File: src/rtl/reduce_nway_pipe_if.sv
// Handshake bundle for reduce_nway_pipe: input beat side and result side.
// in_last exists only when REDUCE_ACCUM_EN is defined.
interface reduce_nway_pipe_if #(
  parameter int WIDTH = 8
);
  logic             in_valid;
  logic             in_ready;
  logic [WIDTH-1:0] in_data;
  logic [1:0]       in_mode;
`ifdef REDUCE_ACCUM_EN
  logic             in_last;
`endif
  logic             out_valid;
  logic             out_ready;
  logic             out_bit;

`ifdef REDUCE_ACCUM_EN
  modport master (
    output in_valid, in_data, in_mode, in_last, out_ready,
    input  in_ready, out_valid, out_bit
  );
  modport slave (
    input  in_valid, in_data, in_mode, in_last, out_ready,
    output in_ready, out_valid, out_bit
  );
`else
  modport master (
    output in_valid, in_data, in_mode, out_ready,
    input  in_ready, out_valid, out_bit
  );
  modport slave (
    input  in_valid, in_data, in_mode, out_ready,
    output in_ready, out_valid, out_bit
  );
`endif
endinterface

File: src/rtl/reduce_nway_pipe.sv
// Pipelined WIDTH-input OR/AND/XOR reduction tree with valid/ready handshake.
// Define REDUCE_ACCUM_EN to reduce multi-beat frames (in_last) into one result.
module reduce_nway_pipe #(
  parameter int WIDTH     = 8,
  parameter int REG_EVERY = 1
) (
  input logic              clk,
  input logic              reset,
  reduce_nway_pipe_if.slave bus
);

  localparam int LEVELS  = $clog2(WIDTH);
  localparam int PW      = 1 << LEVELS;
  localparam int LATENCY = (LEVELS + REG_EVERY - 1) / REG_EVERY;

  typedef struct packed {
    logic [1:0] mode;
`ifdef REDUCE_ACCUM_EN
    logic       first;
    logic       last;
`endif
  } meta_t;

  // Mode 2'b11 is reserved and behaves as OR.
  function automatic logic op2(input logic [1:0] mode, input logic a, input logic b);
    case (mode)
      2'b01:   return a & b;
      2'b10:   return a ^ b;
      default: return a | b;
    endcase
  endfunction

  logic          advance;
  logic          accept;
  logic          out_valid;
  logic          out_bit;
  meta_t         in_meta;
  logic [PW-1:0] padded;
  logic          pad_bit;

  assign advance       = !out_valid || bus.out_ready;
  assign accept        = bus.in_valid && advance;
  assign bus.in_ready  = advance;
  assign bus.out_valid = out_valid;
  assign bus.out_bit   = out_bit;

`ifdef REDUCE_ACCUM_EN
  logic       first_q;
  logic [1:0] frame_mode_q;

  // The frame's mode is latched from its first beat; later beats reuse it.
  always_ff @(posedge clk) begin
    if (reset) begin
      first_q      <= 1'b1;
      frame_mode_q <= 2'b00;
    end else if (accept) begin
      first_q <= bus.in_last;
      if (first_q) frame_mode_q <= bus.in_mode;
    end
  end

  always_comb begin
    in_meta       = '0;
    in_meta.mode  = first_q ? bus.in_mode : frame_mode_q;
    in_meta.first = first_q;
    in_meta.last  = bus.in_last;
  end
`else
  assign in_meta.mode = bus.in_mode;
`endif

  // Unused upper leaves take the identity element of the operation.
  assign pad_bit = (in_meta.mode == 2'b01);

  always_comb begin
    padded              = {PW{pad_bit}};
    padded[WIDTH-1:0]   = bus.in_data;
  end

  for (genvar s = 0; s < LATENCY; s++) begin : g_stage
    localparam int LV_LO = s * REG_EVERY;
    localparam int LV_HI = ((s + 1) * REG_EVERY < LEVELS) ? (s + 1) * REG_EVERY : LEVELS;
    localparam int IN_W  = PW >> LV_LO;
    localparam int OUT_W = PW >> LV_HI;

    logic [IN_W-1:0]  din;
    logic             vin;
    meta_t            mi;
    logic [IN_W-1:0]  work;
    logic [OUT_W-1:0] red;
    logic [OUT_W-1:0] data_q;
    logic             valid_q;

    if (s == 0) begin : g_src
      assign din = padded;
      assign vin = accept;
      assign mi  = in_meta;
    end else begin : g_src
      assign din = g_stage[s-1].data_q;
      assign vin = g_stage[s-1].valid_q;
      assign mi  = g_stage[s-1].g_meta.meta_q;
    end

    // NOTE: combinational blocks use blocking '=' and assign every output a
    // default first, so no latch is inferred and in-place updates read
    // the freshly computed values.
    always_comb begin
      work = din;
      for (int l = 0; l < LV_HI - LV_LO; l++) begin
        for (int i = 0; i < IN_W / 2; i++) begin
          if (i < (IN_W >> (l + 1))) work[i] = op2(mi.mode, work[2*i], work[2*i+1]);
        end
      end
    end

    assign red = work[OUT_W-1:0];

    if (s == LATENCY - 1) begin : g_out
      logic             vnext;
      logic [OUT_W-1:0] nxt;

`ifdef REDUCE_ACCUM_EN
      logic acc_q;

      assign nxt   = mi.first ? red[0] : op2(mi.mode, acc_q, red[0]);
      assign vnext = vin && mi.last;

      always_ff @(posedge clk) begin
        if (reset) acc_q <= 1'b0;
        else if (advance && vin) acc_q <= nxt[0];
      end
`else
      assign nxt   = red;
      assign vnext = vin;
`endif

      // out_bit only changes when a result is presented, so it holds while idle.
      always_ff @(posedge clk) begin
        if (reset) begin
          valid_q <= 1'b0;
          data_q  <= '0;
        end else if (advance) begin
          valid_q <= vnext;
          if (vnext) data_q <= nxt;
        end
      end

      assign out_valid = valid_q;
      assign out_bit   = data_q[0];
    end else begin : g_meta
      meta_t meta_q;

      always_ff @(posedge clk) begin
        if (reset) valid_q <= 1'b0;
        else if (advance) valid_q <= vin;
      end

      // NOTE: interior datapath registers carry no reset; their contents are
      // qualified by valid_q, which is the only state that must clear.
      always_ff @(posedge clk) begin
        if (advance && vin) begin
          data_q <= red;
          meta_q <= mi;
        end
      end
    end
  end

endmodule
File: src/flat_wrapper.sv
// flat-port wrapper written by rule: the top's interface ports become plain ports
module reduce_nway_pipe_flat 
#(
  parameter int WIDTH     = 8,
  parameter int REG_EVERY = 1
)
  (clk, reset, bus_in_valid, bus_in_data, bus_in_mode, bus_out_ready, bus_in_ready, bus_out_valid, bus_out_bit);
  reduce_nway_pipe_if #(.WIDTH(WIDTH)) bus_i ();
  input logic clk;
  input logic reset;
  input wire logic [$bits(bus_i.in_valid)-1:0] bus_in_valid;
  input wire logic [$bits(bus_i.in_data)-1:0] bus_in_data;
  input wire logic [$bits(bus_i.in_mode)-1:0] bus_in_mode;
  input wire logic [$bits(bus_i.out_ready)-1:0] bus_out_ready;
  output wire logic [$bits(bus_i.in_ready)-1:0] bus_in_ready;
  output wire logic [$bits(bus_i.out_valid)-1:0] bus_out_valid;
  output wire logic [$bits(bus_i.out_bit)-1:0] bus_out_bit;
  assign bus_i.in_valid = bus_in_valid;
  assign bus_i.in_data = bus_in_data;
  assign bus_i.in_mode = bus_in_mode;
  assign bus_i.out_ready = bus_out_ready;
  assign bus_in_ready = bus_i.in_ready;
  assign bus_out_valid = bus_i.out_valid;
  assign bus_out_bit = bus_i.out_bit;
  reduce_nway_pipe #(.WIDTH(WIDTH), .REG_EVERY(REG_EVERY)) u_core (.clk(clk), .reset(reset), .bus(bus_i));
endmodule
File: config.mk
export PLATFORM = sky130hd
export DESIGN_NAME = reduce_nway_pipe_flat
export DESIGN_NICKNAME = d
export VERILOG_FILES = /design/src/rtl/reduce_nway_pipe_if.sv /design/src/rtl/reduce_nway_pipe.sv /design/src/flat_wrapper.sv
export SDC_FILE = /design/constraint.sdc
export NUM_CORES = 1
export LEC_CHECK = 0
export BUFFER_PORTS_ARGS = -buffer_cell sky130_fd_sc_hd__clkbuf_2
export CAP_MARGIN = 25
export CORE_UTILIZATION = 45
export CTS_CLUSTER_SIZE = 24
export DETAILED_ROUTE_END_ITERATION = 16
export HOLD_SLACK_MARGIN = 0.12
export PLACE_DENSITY = 0.67
export SLEW_MARGIN = 20
export SYNTH_ARGS = -nofsm -noshare
export SYNTH_HDL_FRONTEND = slang
export SYNTH_SLANG_ARGS = --single-unit
File: constraint.sdc
create_clock -name clk -period 1.6 [get_ports clk]
set_input_delay 0.32 -clock clk [delete_from_list [all_inputs] [get_ports clk]]
set_output_delay 0.32 -clock clk [all_outputs]
set_load 0.02 [all_outputs]
==> metrics.txt <==
status finished clean; MaxCap Viol Count 0; top_reg_cell synth edfxtp_1; clock skew approximately 0.0029 ns; Starting Density 0.4947; vias per cell around 4.8; CP max FO 5; fin cells 128; Pre-Repair DR Iteration Count 3; Routed WL approximately 1300 um; Synth warnings 0; dpl cells roughly 120; FF+latch area approximately 380 um^2; grt peak-use layer met2; Post-CTS Setup Inserts 0; antenna viol nets, final 0; Worst Hold Class input port to flip-flop; Synth Cell Area slightly below 900 um^2; most common cell in the netlist inv_1; Setup CP Type flip-flop to output pin; post-synth top area share 0.3404; RePlAce Congestion 0.6281; FP Rows 15; DRC errors left 0; FF+latch count, synth 14; PortBufs 16; CTS tree done; Hold Buf Count CTS 0; Die Ht 46.28 um; initial antenna violation count 0; CTS H-tree lvls 1; Arr. time, crit path around 1.0 ns; Final min period ~1.3 ns; Worst VDD drop about 0.4 mV; worst reg2reg endpoint u_core.g_stage[1].data_q[1]; M1 GR Usage 0.1474; Crit path required time 1.28 ns; area of the core approximately 0.0018 mm^2; HP Start reset; RSZ-0062 raised after global routing no; Resized Gates After CTS 0; Async SR Flop Fraction 0; via count about 610; Worst setup EP type output pin; sequential share of the synthesized area 0.4312; f_max between 700 and 800 MHz; Slew Limit Headroom 0.8213; Total GRT Usage 0.1448; total I/O pin count 17; CTS Root Cell clkbuf_4; R2R Path Start u_core.g_stage[0].g_meta.meta_q[0]; number of global-route vias before repair 590; Final Util 0.5747; synth-to-layout area growth 16.17%; filler cell count approximately 170; setup TNS 0 ns; r2r setup slk 0.29 ns; worst hold slack 0.2611 ns; number of synthesized flops with an enable pin 10; Inserted Diodes 0; Hold Vio Cnt, Final 0; area of the multi-input gates between 400 and 500 um^2; Avg WL per Cell ~10 um; synth top area cells edfxtp_1, ha_1, inv_1; clock-pin slew of the registers on the worst-case setup and hold paths 0.08 ns; drt initial violations 4; Mean Syn Cell Area ~11 um^2; layout cells sized above 1 0.2136; Worst Tran Pin Value about 0.27 ns; global route overflow 0; Slew Limit Fails 0; Syn Inst Count between 80 and 90; LEAKAGE roughly 0.54 nW; CTS max path bufs 2; number of buffers created by CTS 3; Power Density roughly 800 mW/mm^2; r2r worst-path depth 4; DIE WIDTH ~46 um; Hold Crit Depth 2; Synth top cells by count inv_1, ha_1, a21oi_1, edfxtp_1, a221oi_1; dpl hpwl 1107 um; met2 GRT Util 0.2873; Synth area leader edfxtp_1; pin count of the biggest net entering global routing 9; Clock Latency Late Sink approximately 0.27 ns; clock sinks 14; final worst path period share 0.8349; die area about 0.0021 mm^2; Finish-stage setup viols 0; first-pass GRT wire length about 2200 um; Post-Syn Nets 118; Distinct cells, synth 13; Worst Hold End u_core.g_stage[0].valid_q; nets 138; M3 GR Usage 0.02745; CP startpoint kind flip-flop
placed cells by master, fill, tap and decap left out:
cell type  instances
a21oi_1           10
o21ai_0            1
dfxtp_1            4
ha_1              20
clkbuf_2          16
nor2b_4            1
clkbuf_8           1
a221oi_1           6
inv_2              1
clkbuf_4           3
inv_1             23
edfxtp_1          10
a221o_1            1
nand2_1            5
nand4_1            1
stage by stage:
stage	setup slack [ns]	area, um^2	power [mW]
final	0.2642	1025	0.8073
after CTS	0.2489	1025	0.8186
after global routing	0.1685	1025	0.8648
after detailed placement	0.1490	988.4	0.5745
after global placement	0.2097	988.4	0.5651
after floorplan	0.3282	882.1	0.5263
worst max-delay path by stage:
stage | start | endpoint | slack, ns | depth (start not counted)
6_report | u_core.bus.out_valid | bus_in_ready | 0.26 | 3
5_1_grt | u_core.g_stage[0].g_meta.meta_q[0] | u_core.g_stage[1].data_q[1] | 0.17 | 4
4_1_cts | u_core.bus.out_valid | bus_in_ready | 0.25 | 3
3_5_place_dp | bus_in_mode[0] | u_core.g_stage[0].data_q[0] | 0.15 | 5
3_3_place_gp | bus_in_mode[0] | u_core.g_stage[0].data_q[0] | 0.21 | 5
2_1_floorplan | bus_in_mode[0] | u_core.g_stage[0].data_q[1] | 0.33 | 5
metal layers:
layer  vias up  wire (um)
li1        321          -
met1       277        540
met2        12        706
met3         2         32
met4         0          7
met5         -          0
flip-flops by register name (all words and copies together), names as in the netlist:
name and count:
u_core.bus.out_valid 1, u_core.g_stage.g_meta.meta_q 4, u_core.bus.out_bit 1, u_core.g_stage.data_q 6, u_core.g_stage.valid_q 2
worst max-delay path, cell delays in order (launching register included):
cell and delay [ns]:
dfxtp_1 0.34, nor2b_4 0.18, inv_2 0.07, clkbuf_2 0.15
cell type report:
type                       count  area share
sequential                    14      0.3712
inverter                      24     0.08791
timing repair buffer          16     0.07814
clock buffer                   4     0.03541
multi-input combinational     45      0.3968
tap                           25     0.03053
kinds of logic (layout without fill, tap and decap cells):
family | after synthesis | after routing | synth area share
adder cells (fa/ha/maj) | 20 | 20 | 0.2837
buffers and inverters | 25 | 44 | 0.1078
flip-flops | 14 | 14 | 0.4312
AND/OR/NAND/NOR | 7 | 7 | 0.04397
AO/OA/AOI/OAI | 18 | 18 | 0.1333
power by group:
part	internal, mW	switching (mW)
sequential	0.420	0.0133
clock	0.138	0.105
combinational	0.0597	0.0716
total	0.617	0.190
No activity file was read; power rests on OpenSTA's default activity.
